`src/rtl/imem_fetch_ctrl.sv`:
```
// imem_fetch_ctrl: instruction fetch sequencer that owns the PC, issues one word read at a time and buffers returned words tagged with their PC
// Ports:
//   clk, reset_n                - clock, asynchronous active-low reset
//   mem_req, mem_addr           - one-cycle read strobe and 4-byte aligned word address
//   mem_rvalid, mem_rdata       - read response (1+ cycles after mem_req)
//   inst_valid/ready/data/pc    - decode handshake on the buffer head
//   redirect_valid, redirect_pc - load a new PC and flush everything stale
//   misalign_err                - one-cycle pulse when a redirect target had low bits set
module imem_fetch_ctrl #(
  parameter int ADDR_W = 64,
  parameter logic [ADDR_W-1:0] RESET_PC = '0,
  parameter int DEPTH = 2
) (
  input  logic              clk,
  input  logic              reset_n,
  output logic              mem_req,
  output logic [ADDR_W-1:0] mem_addr,
  input  logic              mem_rvalid,
  input  logic [31:0]       mem_rdata,
  output logic              inst_valid,
  input  logic              inst_ready,
  output logic [31:0]       inst_data,
  output logic [ADDR_W-1:0] inst_pc,
  input  logic              redirect_valid,
  input  logic [ADDR_W-1:0] redirect_pc,
  output logic              misalign_err
);
  localparam int PW = $clog2(DEPTH);
  localparam int CW = PW + 1;
  typedef enum logic [1:0] {IDLE, ISSUE, WAIT, DRAIN} state_t;
  state_t state, state_n;
  logic [ADDR_W-1:0] pc, pc_issued;
  logic outstanding;
  logic [31:0] fifo_data [DEPTH];
  logic [ADDR_W-1:0] fifo_pc [DEPTH];
  logic [PW-1:0] wr_ptr, rd_ptr;
  logic [CW-1:0] count;
  logic room, resp, issue, push, pop, empty;
  // An in-flight read already owns a buffer slot, so issue only when it can land
  assign room = (count + CW'(outstanding)) < CW'(DEPTH);
  // A response with nothing outstanding (e.g. from before a reset) is ignored
  assign resp = mem_rvalid && outstanding;
  assign empty = count == '0;
  assign inst_valid = !empty && !redirect_valid;
  assign pop = inst_valid && inst_ready;
  assign inst_data = empty ? '0 : fifo_data[rd_ptr];
  assign inst_pc = empty ? '0 : fifo_pc[rd_ptr];
  always_ff @(posedge clk or negedge reset_n)
    if (!reset_n) state <= IDLE;
    else state <= state_n;
  // Redirect blocks issue and turns a pending read into one to be discarded
  always_comb begin
    state_n = state;
    issue = 1'b0;
    push = 1'b0;
    case (state)
      IDLE: state_n = ISSUE;
      ISSUE: if (!redirect_valid && room) begin
        issue = 1'b1;
        state_n = WAIT;
      end
      WAIT: if (redirect_valid) state_n = resp ? ISSUE : DRAIN;
      else if (resp) begin
        push = 1'b1;
        state_n = ISSUE;
      end
      DRAIN: if (resp) state_n = ISSUE;
      default: state_n = IDLE;
    endcase
  end
  always_ff @(posedge clk or negedge reset_n)
    if (!reset_n) begin
      pc <= RESET_PC & ~ADDR_W'(3);
      pc_issued <= '0;
      outstanding <= 1'b0;
      mem_req <= 1'b0;
      mem_addr <= '0;
      misalign_err <= 1'b0;
      wr_ptr <= '0;
      rd_ptr <= '0;
      count <= '0;
    end else begin
      pc <= redirect_valid ? {redirect_pc[ADDR_W-1:2], 2'b00} : issue ? pc + ADDR_W'(4) : pc;
      mem_req <= issue;
      mem_addr <= issue ? pc : mem_addr;
      pc_issued <= issue ? pc : pc_issued;
      outstanding <= issue ? 1'b1 : resp ? 1'b0 : outstanding;
      misalign_err <= redirect_valid && (redirect_pc[1:0] != 2'b00);
      if (redirect_valid) begin
        wr_ptr <= '0;
        rd_ptr <= '0;
        count <= '0;
      end else begin
        wr_ptr <= wr_ptr + PW'(push);
        rd_ptr <= rd_ptr + PW'(pop);
        count <= count + CW'(push) - CW'(pop);
      end
    end
  always_ff @(posedge clk)
    if (push) begin
      fifo_data[wr_ptr] <= mem_rdata;
      fifo_pc[wr_ptr] <= pc_issued;
    end
endmodule
```
`config.mk`:
```
export PLATFORM = sky130hd
export DESIGN_NAME = imem_fetch_ctrl
export DESIGN_NICKNAME = d
export VERILOG_FILES = /design/src/rtl/imem_fetch_ctrl.sv
export SDC_FILE = /design/constraint.sdc
export NUM_CORES = 1
export LEC_CHECK = 0
export ABC_AREA = 1
export CORE_ASPECT_RATIO = 1.4
export CORE_MARGIN = 10
export CORE_UTILIZATION = 55
export DETAILED_ROUTE_END_ITERATION = 10
export PLACE_DENSITY_LB_ADDON = 0.3
export SLEW_MARGIN = 20
export SYNTH_ARGS = -nofsm -noshare
export SYNTH_HDL_FRONTEND = slang
export SYNTH_SLANG_ARGS = --single-unit
```
`constraint.sdc`:
```
create_clock -name clk -period 5.5 [get_ports clk]
set_clock_uncertainty 0.05 [all_clocks]
set_input_delay 0.55 -clock clk [delete_from_list [all_inputs] [get_ports clk]]
set_output_delay 0.55 -clock clk [all_outputs]
set_load 0.005 [all_outputs]
```
-- Word-level counts from Yosys, hierarchy flattened
Memories as Yosys holds them, arrays and structs flattened.
Cells that the tools add are included.
- input port bits: 101
- memory bits (writable): 192
- logic and storage cells: 55
- memories kept: 2
- output and inout port bits: 163
- flip-flop bits (word level): 137
- memory list (name ; depth ; bits a word ; rd ports ; clocked after Yosys merged registers in ; wr ports ; RTL line ; source):
    fifo_pc ; 2 ; 64 ; 1 ; 0 ; 1 ; 35 ; logic [ADDR_W-1:0] fifo_pc [DEPTH];
    fifo_data ; 2 ; 32 ; 1 ; 0 ; 1 ; 34 ; logic [31:0] fifo_data [DEPTH];
- add/sub/neg operators: 6
- reduce and logical (&&, ||, !) cells: 12
- mux-type cells: 21
- magnitude comparators: 1
- equality and inequality tests: 4
- operator list (cell ; number):
    $mux W64 ; 3
    $add A64 B3 Y64 const B ; 1
    $mux W32 ; 1
    $mux W1 ; 11
    $mux W2 ; 5
    $pmux W2 S4 ; 1
    $reduce_bool A2 Y1 ; 3
    $logic_and A1 B1 Y1 ; 5
    $add A2 B1 Y2 ; 2
    $eq A2 B2 Y1 const B ; 2
    $logic_not A2 Y1 ; 2
    $add A1 B1 Y1 ; 2
    $eq A2 B1 Y1 const B ; 1
    $logic_not A1 Y1 ; 2
    $lt A2 B2 Y1 const B ; 1
    $ne A2 B2 Y1 const B ; 1
    $sub A2 B1 Y2 ; 1

-- Longest topological paths before layout
- depth after elaboration: 7
- mapped depth: 10
- mapped depth without buffers: 10

-- Least setup slack after synthesis
No wires, ideal clock.
- path type: input-to-reg
- start point: input port redirect_valid
- end point: memory fifo_data[1][0], enable pin
- setup time: 0.464 ns
- path buffers: 2
- data required time: 4.986 ns
- arrival: 3.613 ns
- setup slack: 1.374 ns
- stages: 4
- path through: buf_2 > clkbuf_1 > nor4_1 > ha_1
- word-level cells in the longest chain between the ends: 4
- RTL lines (item ; RTL line ; source):
    start, declared ; 24 ; input logic redirect_valid,
    $mux W1 ; 62 ; WAIT: if (redirect_valid) state_n = resp ? ISSUE : DRAIN;
    $mux W1 ; 56 ; case (state)
    $mux W1 ; 100 ; if (push) begin
    $mux W1 (implied by the code) ; 101 ; fifo_data[wr_ptr] <= mem_rdata;
    end, declared ; 34 ;
No other way between the ends.

-- Final worst setup path
- start point: register rd_ptr
- end point: output port inst_pc[61]
- word-level cells in the longest chain between the ends: 2
- RTL lines (item ; RTL line ; source):
    start, declared ; 36 ; logic [PW-1:0] wr_ptr, rd_ptr;
    start signal, assigned ; 95 ; rd_ptr <= rd_ptr + PW'(pop);
    $mem_v2 Z2 W64 ; n/a ;
    $mux W64 ; 47 ; assign inst_pc = empty ? '0 : fifo_pc[rd_ptr];
    end, declared ; 23 ; output logic [ADDR_W-1:0] inst_pc,
No other way between the ends.

==> results.txt <==
* Area of the multi-input gates: 0.00486 mm2
- For the worst setup path, the data required time is 4.90 ns.
- Crit path cell chain: inv_2 -> buf_4 -> nand2_1 -> a21oi_1 -> clkdlybuf4s50_1
* Yosys Warn Count: 0
- The via count of the first global-routing pass is 12037.
* Total core area: 0.0262 mm2
* Portion of total power attributed to sequential cells: 46.4%
- The mapped netlist covers 0.0146 mm2.
- Class of the worst hold path: in2async
* Deepest clock path buffer count: 3
- The wire-length estimate of the detail-placed layout is 32400 um.
- After detailed placement, the design holds a cell count of 2167.
* Switch Pwr: 0.00238 W
- Of the cells placed in the final design, the portion with a size suffix greater than 1 is 5.27%.
* Syn Inst Count: 1635
- The clock network accounts for 30.3% of the total power.
- Max cap viols: 0
* Initial drt markers: 1017
- Synth Area in Compound Gates: 7.14%
* Vias: 12203
- Sorting the synthesized cells by how often they occur yields 516 x sky130_fd_sc_hd__nand2_1, 225 x sky130_fd_sc_hd__nor2_1, 188 x sky130_fd_sc_hd__edfxtp_1.
- Internal Dissipation: 0.00529 W
* Biggest area consumer among synthesized cells: sky130_fd_sc_hd__edfxtp_1
- Number of buffers added by the clock tree synthesis step: 30
- Total power per unit cell area: 413 mW/mm2
- The die covers 0.0336 mm2.
- Cell family contributing the most delay on the critical path: buffers and inverters
- After synthesis the netlist holds a flip-flop and latch count of 321.
- The routed design has 44800 um of wire.
* Flip-flop cell with the highest count after synthesis: sky130_fd_sc_hd__edfxtp_1
- Number of top-level design ports: 264
* Site Rows: 70
- Adder and majority cell fraction of the synthesized area: 0.428%
* Final standard cell area without fillers: 0.0186 mm2
* Critical Path Source: rd_ptr
* Run status: finished, final reports clean
- Summed over all layers, the global routing overflow is 0.
* Termination of the worst setup path: inst_pc[61]
* Fraction of synthesized cell area in xor and xnor cells: 0.539%
- For this run, design rule violations remaining after detail routing come to 0.
- Critical path depth: 5
* CP Launch Type: flip-flop
* Proportion of power drawn by combinational gates: 23.3%
- Based on the critical path, the design can be clocked at up to 274 MHz.
- Wire length of the first global-routing pass: 68000 um
- Port buffering added 259 buffers.
* Later-pin clock latency in the skew report: 0.57 ns
* Fraction of the yosys area taken by sequential cells: 61.3%
* Pin count of the biggest net entering global routing: 97
- Worst R2R Start: state[0]
- The number of gates resized after CTS was 0.
- X dimension of the die: 158 um
* Sw Share: 31.1%
- Clock Pin Slew Worst Setup and Hold Paths: 0.06 ns
- Synthesis instantiated 31 different standard cells from the library.
* Detail-routed net length per standard cell: 20.2 um
* Area growth from synthesis to layout: 27.1%
- The placed instances occupy a cell area of 0.0175 mm2.
- Starting density of the core: 55.9%
- Yosys instantiated no cell more often than sky130_fd_sc_hd__nand2_1.
- For flop-to-flop paths, the worst setup slack is 2.59 ns.
- Normalized max-slew margin: 31.1%
- The worst setup path is of the reg2out kind.
- Period minus WS final: 3.65 ns
- Each instance of the synthesized netlist takes up on average 8.95 um2.
- Filler instances: 1954
* Total setup violations reported at the end of the flow: 0
* Main combinational cell family by area after synthesis: simple AND/OR/NAND/NOR gates
* FF-to-FF End: fifo_pc[1][50]
- Depth of the worst register-to-register path: 3
- Fraction of registers with async set/reset: 41.4%
- The total count of max-transition violations in the final report came to 0.
* Antenna fix cells: 0
- After detailed routing, the number of vias per cell comes to 5.49.
* Crit path DAT: 3.05 ns
- In this run, synthesis inferred 188 flip-flops with an integrated enable.
* Count of endpoints failing hold in the final timing report: 0
- Summed negative setup slack over all endpoints: 0 ns
- Once detail routing completed, the nets flagged for antenna violations numbered 0.
- At the pin with the least slew margin, the transition time is 1.03 ns.
- The number of buffers and inverters on the critical path is 3.
- Ranked by total cell area, the synthesized netlist is headed by sky130_fd_sc_hd__edfxtp_1 39%, sky130_fd_sc_hd__dfrtp_1 23%, sky130_fd_sc_hd__nand2_1 13%, sky130_fd_sc_hd__nor2_1 5.8%, sky130_fd_sc_hd__inv_1 3.6%.
- The clock drives 321 sinks.
- Before antenna repair, the detailed router went through 6 iterations.
- The slowest stage of the critical path is the sky130_fd_sc_hd__inv_2 cell.
- Final weighted congestion of routability-driven global placement: 0.960
* Final layout net count: 1981
- The synthesized netlist devotes 24.7% of its cell area to simple gates.
- The final critical path takes up 66.3% of the cycle.
* Area used by sequential logic in the layout: 0.00898 mm2
- Buffers inserted to repair hold after CTS numbered 0.
- Vertical extent of the die: 213 um
* Fraction of synthesized cell area taken by the top area cell type: 38.6%
- The tree is rooted in a sky130_fd_sc_hd__clkbuf_16.
- H-tree Lvls: 1
- Post-CTS repair timing setup buffer count: 0
- TritonCTS built the clock tree.
* Initial antenna violation count: 0
- On the worst path, the slowest cell contributes a delay of 0.57 ns.
- Of all nets on the critical path, the largest fanout is 42.
- Crit end category: output port
- VDD sags by at most 0.342 mV.
* Static Leakage: 7.58 nW
* Setup repair after global routing missed its margin: no
- In the synthesized netlist, mux cells make up 0% of the area.
* Number of standard cells in the final layout excluding fillers: 2223
* GRT Total Usage: 26.0%
[flip-flops by register name (all words and copies together), names as in the netlist, 2 cells and up]
name and flops:
pc_issued 62, fifo_data 64, state 2, count 2
fifo_pc 124, pc 62
[logic make-up after synthesis]
group / count (synthesis)
AOI/OAI and AO/OA: 204
and+or+nand+nor: 883
other: 1
xor gates and xnor gates: 9
buffers and inverters: 212
adders and majority gates: 5
DFF: 321
[power groups by stage]
stage | Combinational (W) | Sequential [W] | Clock, W
3_3_place_gp | 0.00172 | 0.00357 | 0
6_report | 0.00179 | 0.00356 | 0.00233
4_1_cts | 0.00180 | 0.00355 | 0.00235
3_5_place_dp | 0.00178 | 0.00359 | 0
2_1_floorplan | 0.000851 | 0.00343 | 0
5_1_grt | 0.00197 | 0.00361 | 0.00245
[metal layers]
layer | share of wire, % | GRT usage (%) | vias up | wire [um]
met3 | 7.7 | 3.87 | 78 | 3440
met5 | 0 | 0 | - | 0
met1 | 39 | 32.4 | 5833 | 17300
met4 | 3.5 | 9.63 | 0 | 1550
li1 | - | - | 5768 | -
met2 | 50 | 44.7 | 524 | 22600
[per-stage QoR]
stage | utilization, % | power [W] | hold WS (ns) | worst slack [ns]
after floorplan | - | 0.00428 | 0.204 | 1.37
after global placement | 66.8 | 0.00529 | 0.427 | 2.08
after detailed placement | 66.8 | 0.00537 | 0.430 | 1.99
after CTS | 71.0 | 0.00769 | 0.0479 | 1.83
after global routing | 71.0 | 0.00803 | 0.0735 | 1.70
final | 71.0 | 0.00768 | 0.0161 | 1.85
[cell type report]
| class | instances | area share (%) |
|---|---|---|
| sequential | 321 | 48.3 |
| tap | 324 | 2.18 |
| multi-input combinational | 1105 | 26.1 |
| clock buffer | 44 | 4.70 |
| clock inverter | 12 | 1.27 |
| inverter | 144 | 2.91 |
| timing repair buffer | 273 | 14.5 |
[worst min path at each step]
stage,depth (start not counted),start,end,slack [ns]
detailed placement,0,pc_issued[40],fifo_pc[0][40],0.43
CTS,1,reset_n,pc[10],0.05
finish,1,reset_n,pc[10],0.02
global placement,0,pc_issued[31],fifo_pc[0][31],0.43
global route,1,reset_n,pc[10],0.07
floorplan,0,reset_n,count[0],0.20
[cell usage in the layout (no fill, tap or decap), types with 3 or more instances in the layout]
cell / instances
sky130_fd_sc_hd__nand2_1: 516
sky130_fd_sc_hd__clkdlybuf4s50_1: 257
sky130_fd_sc_hd__nor2_1: 224
sky130_fd_sc_hd__edfxtp_1: 188
sky130_fd_sc_hd__inv_1: 139
sky130_fd_sc_hd__dfrtp_1: 132
sky130_fd_sc_hd__nand3_1: 102
sky130_fd_sc_hd__a21oi_1: 98
sky130_fd_sc_hd__o21ai_0: 81
sky130_fd_sc_hd__clkbuf_16: 31
sky130_fd_sc_hd__o21ai_1: 16
sky130_fd_sc_hd__buf_4: 14
sky130_fd_sc_hd__nand2_2: 10
sky130_fd_sc_hd__nor2_2: 9
sky130_fd_sc_hd__o211ai_1: 8
sky130_fd_sc_hd__clkbuf_1: 8
sky130_fd_sc_hd__xor2_1: 7
sky130_fd_sc_hd__nand4_1: 7
sky130_fd_sc_hd__bufinv_16: 7
sky130_fd_sc_hd__nor2_4: 6
sky130_fd_sc_hd__clkbuf_8: 5
sky130_fd_sc_hd__clkinv_1: 4
sky130_fd_sc_hd__conb_1: 4
sky130_fd_sc_hd__nand2_4: 3
sky130_fd_sc_hd__ha_1: 3
sky130_fd_sc_hd__clkinv_2: 3
Power figures use the tool's default switching activity.
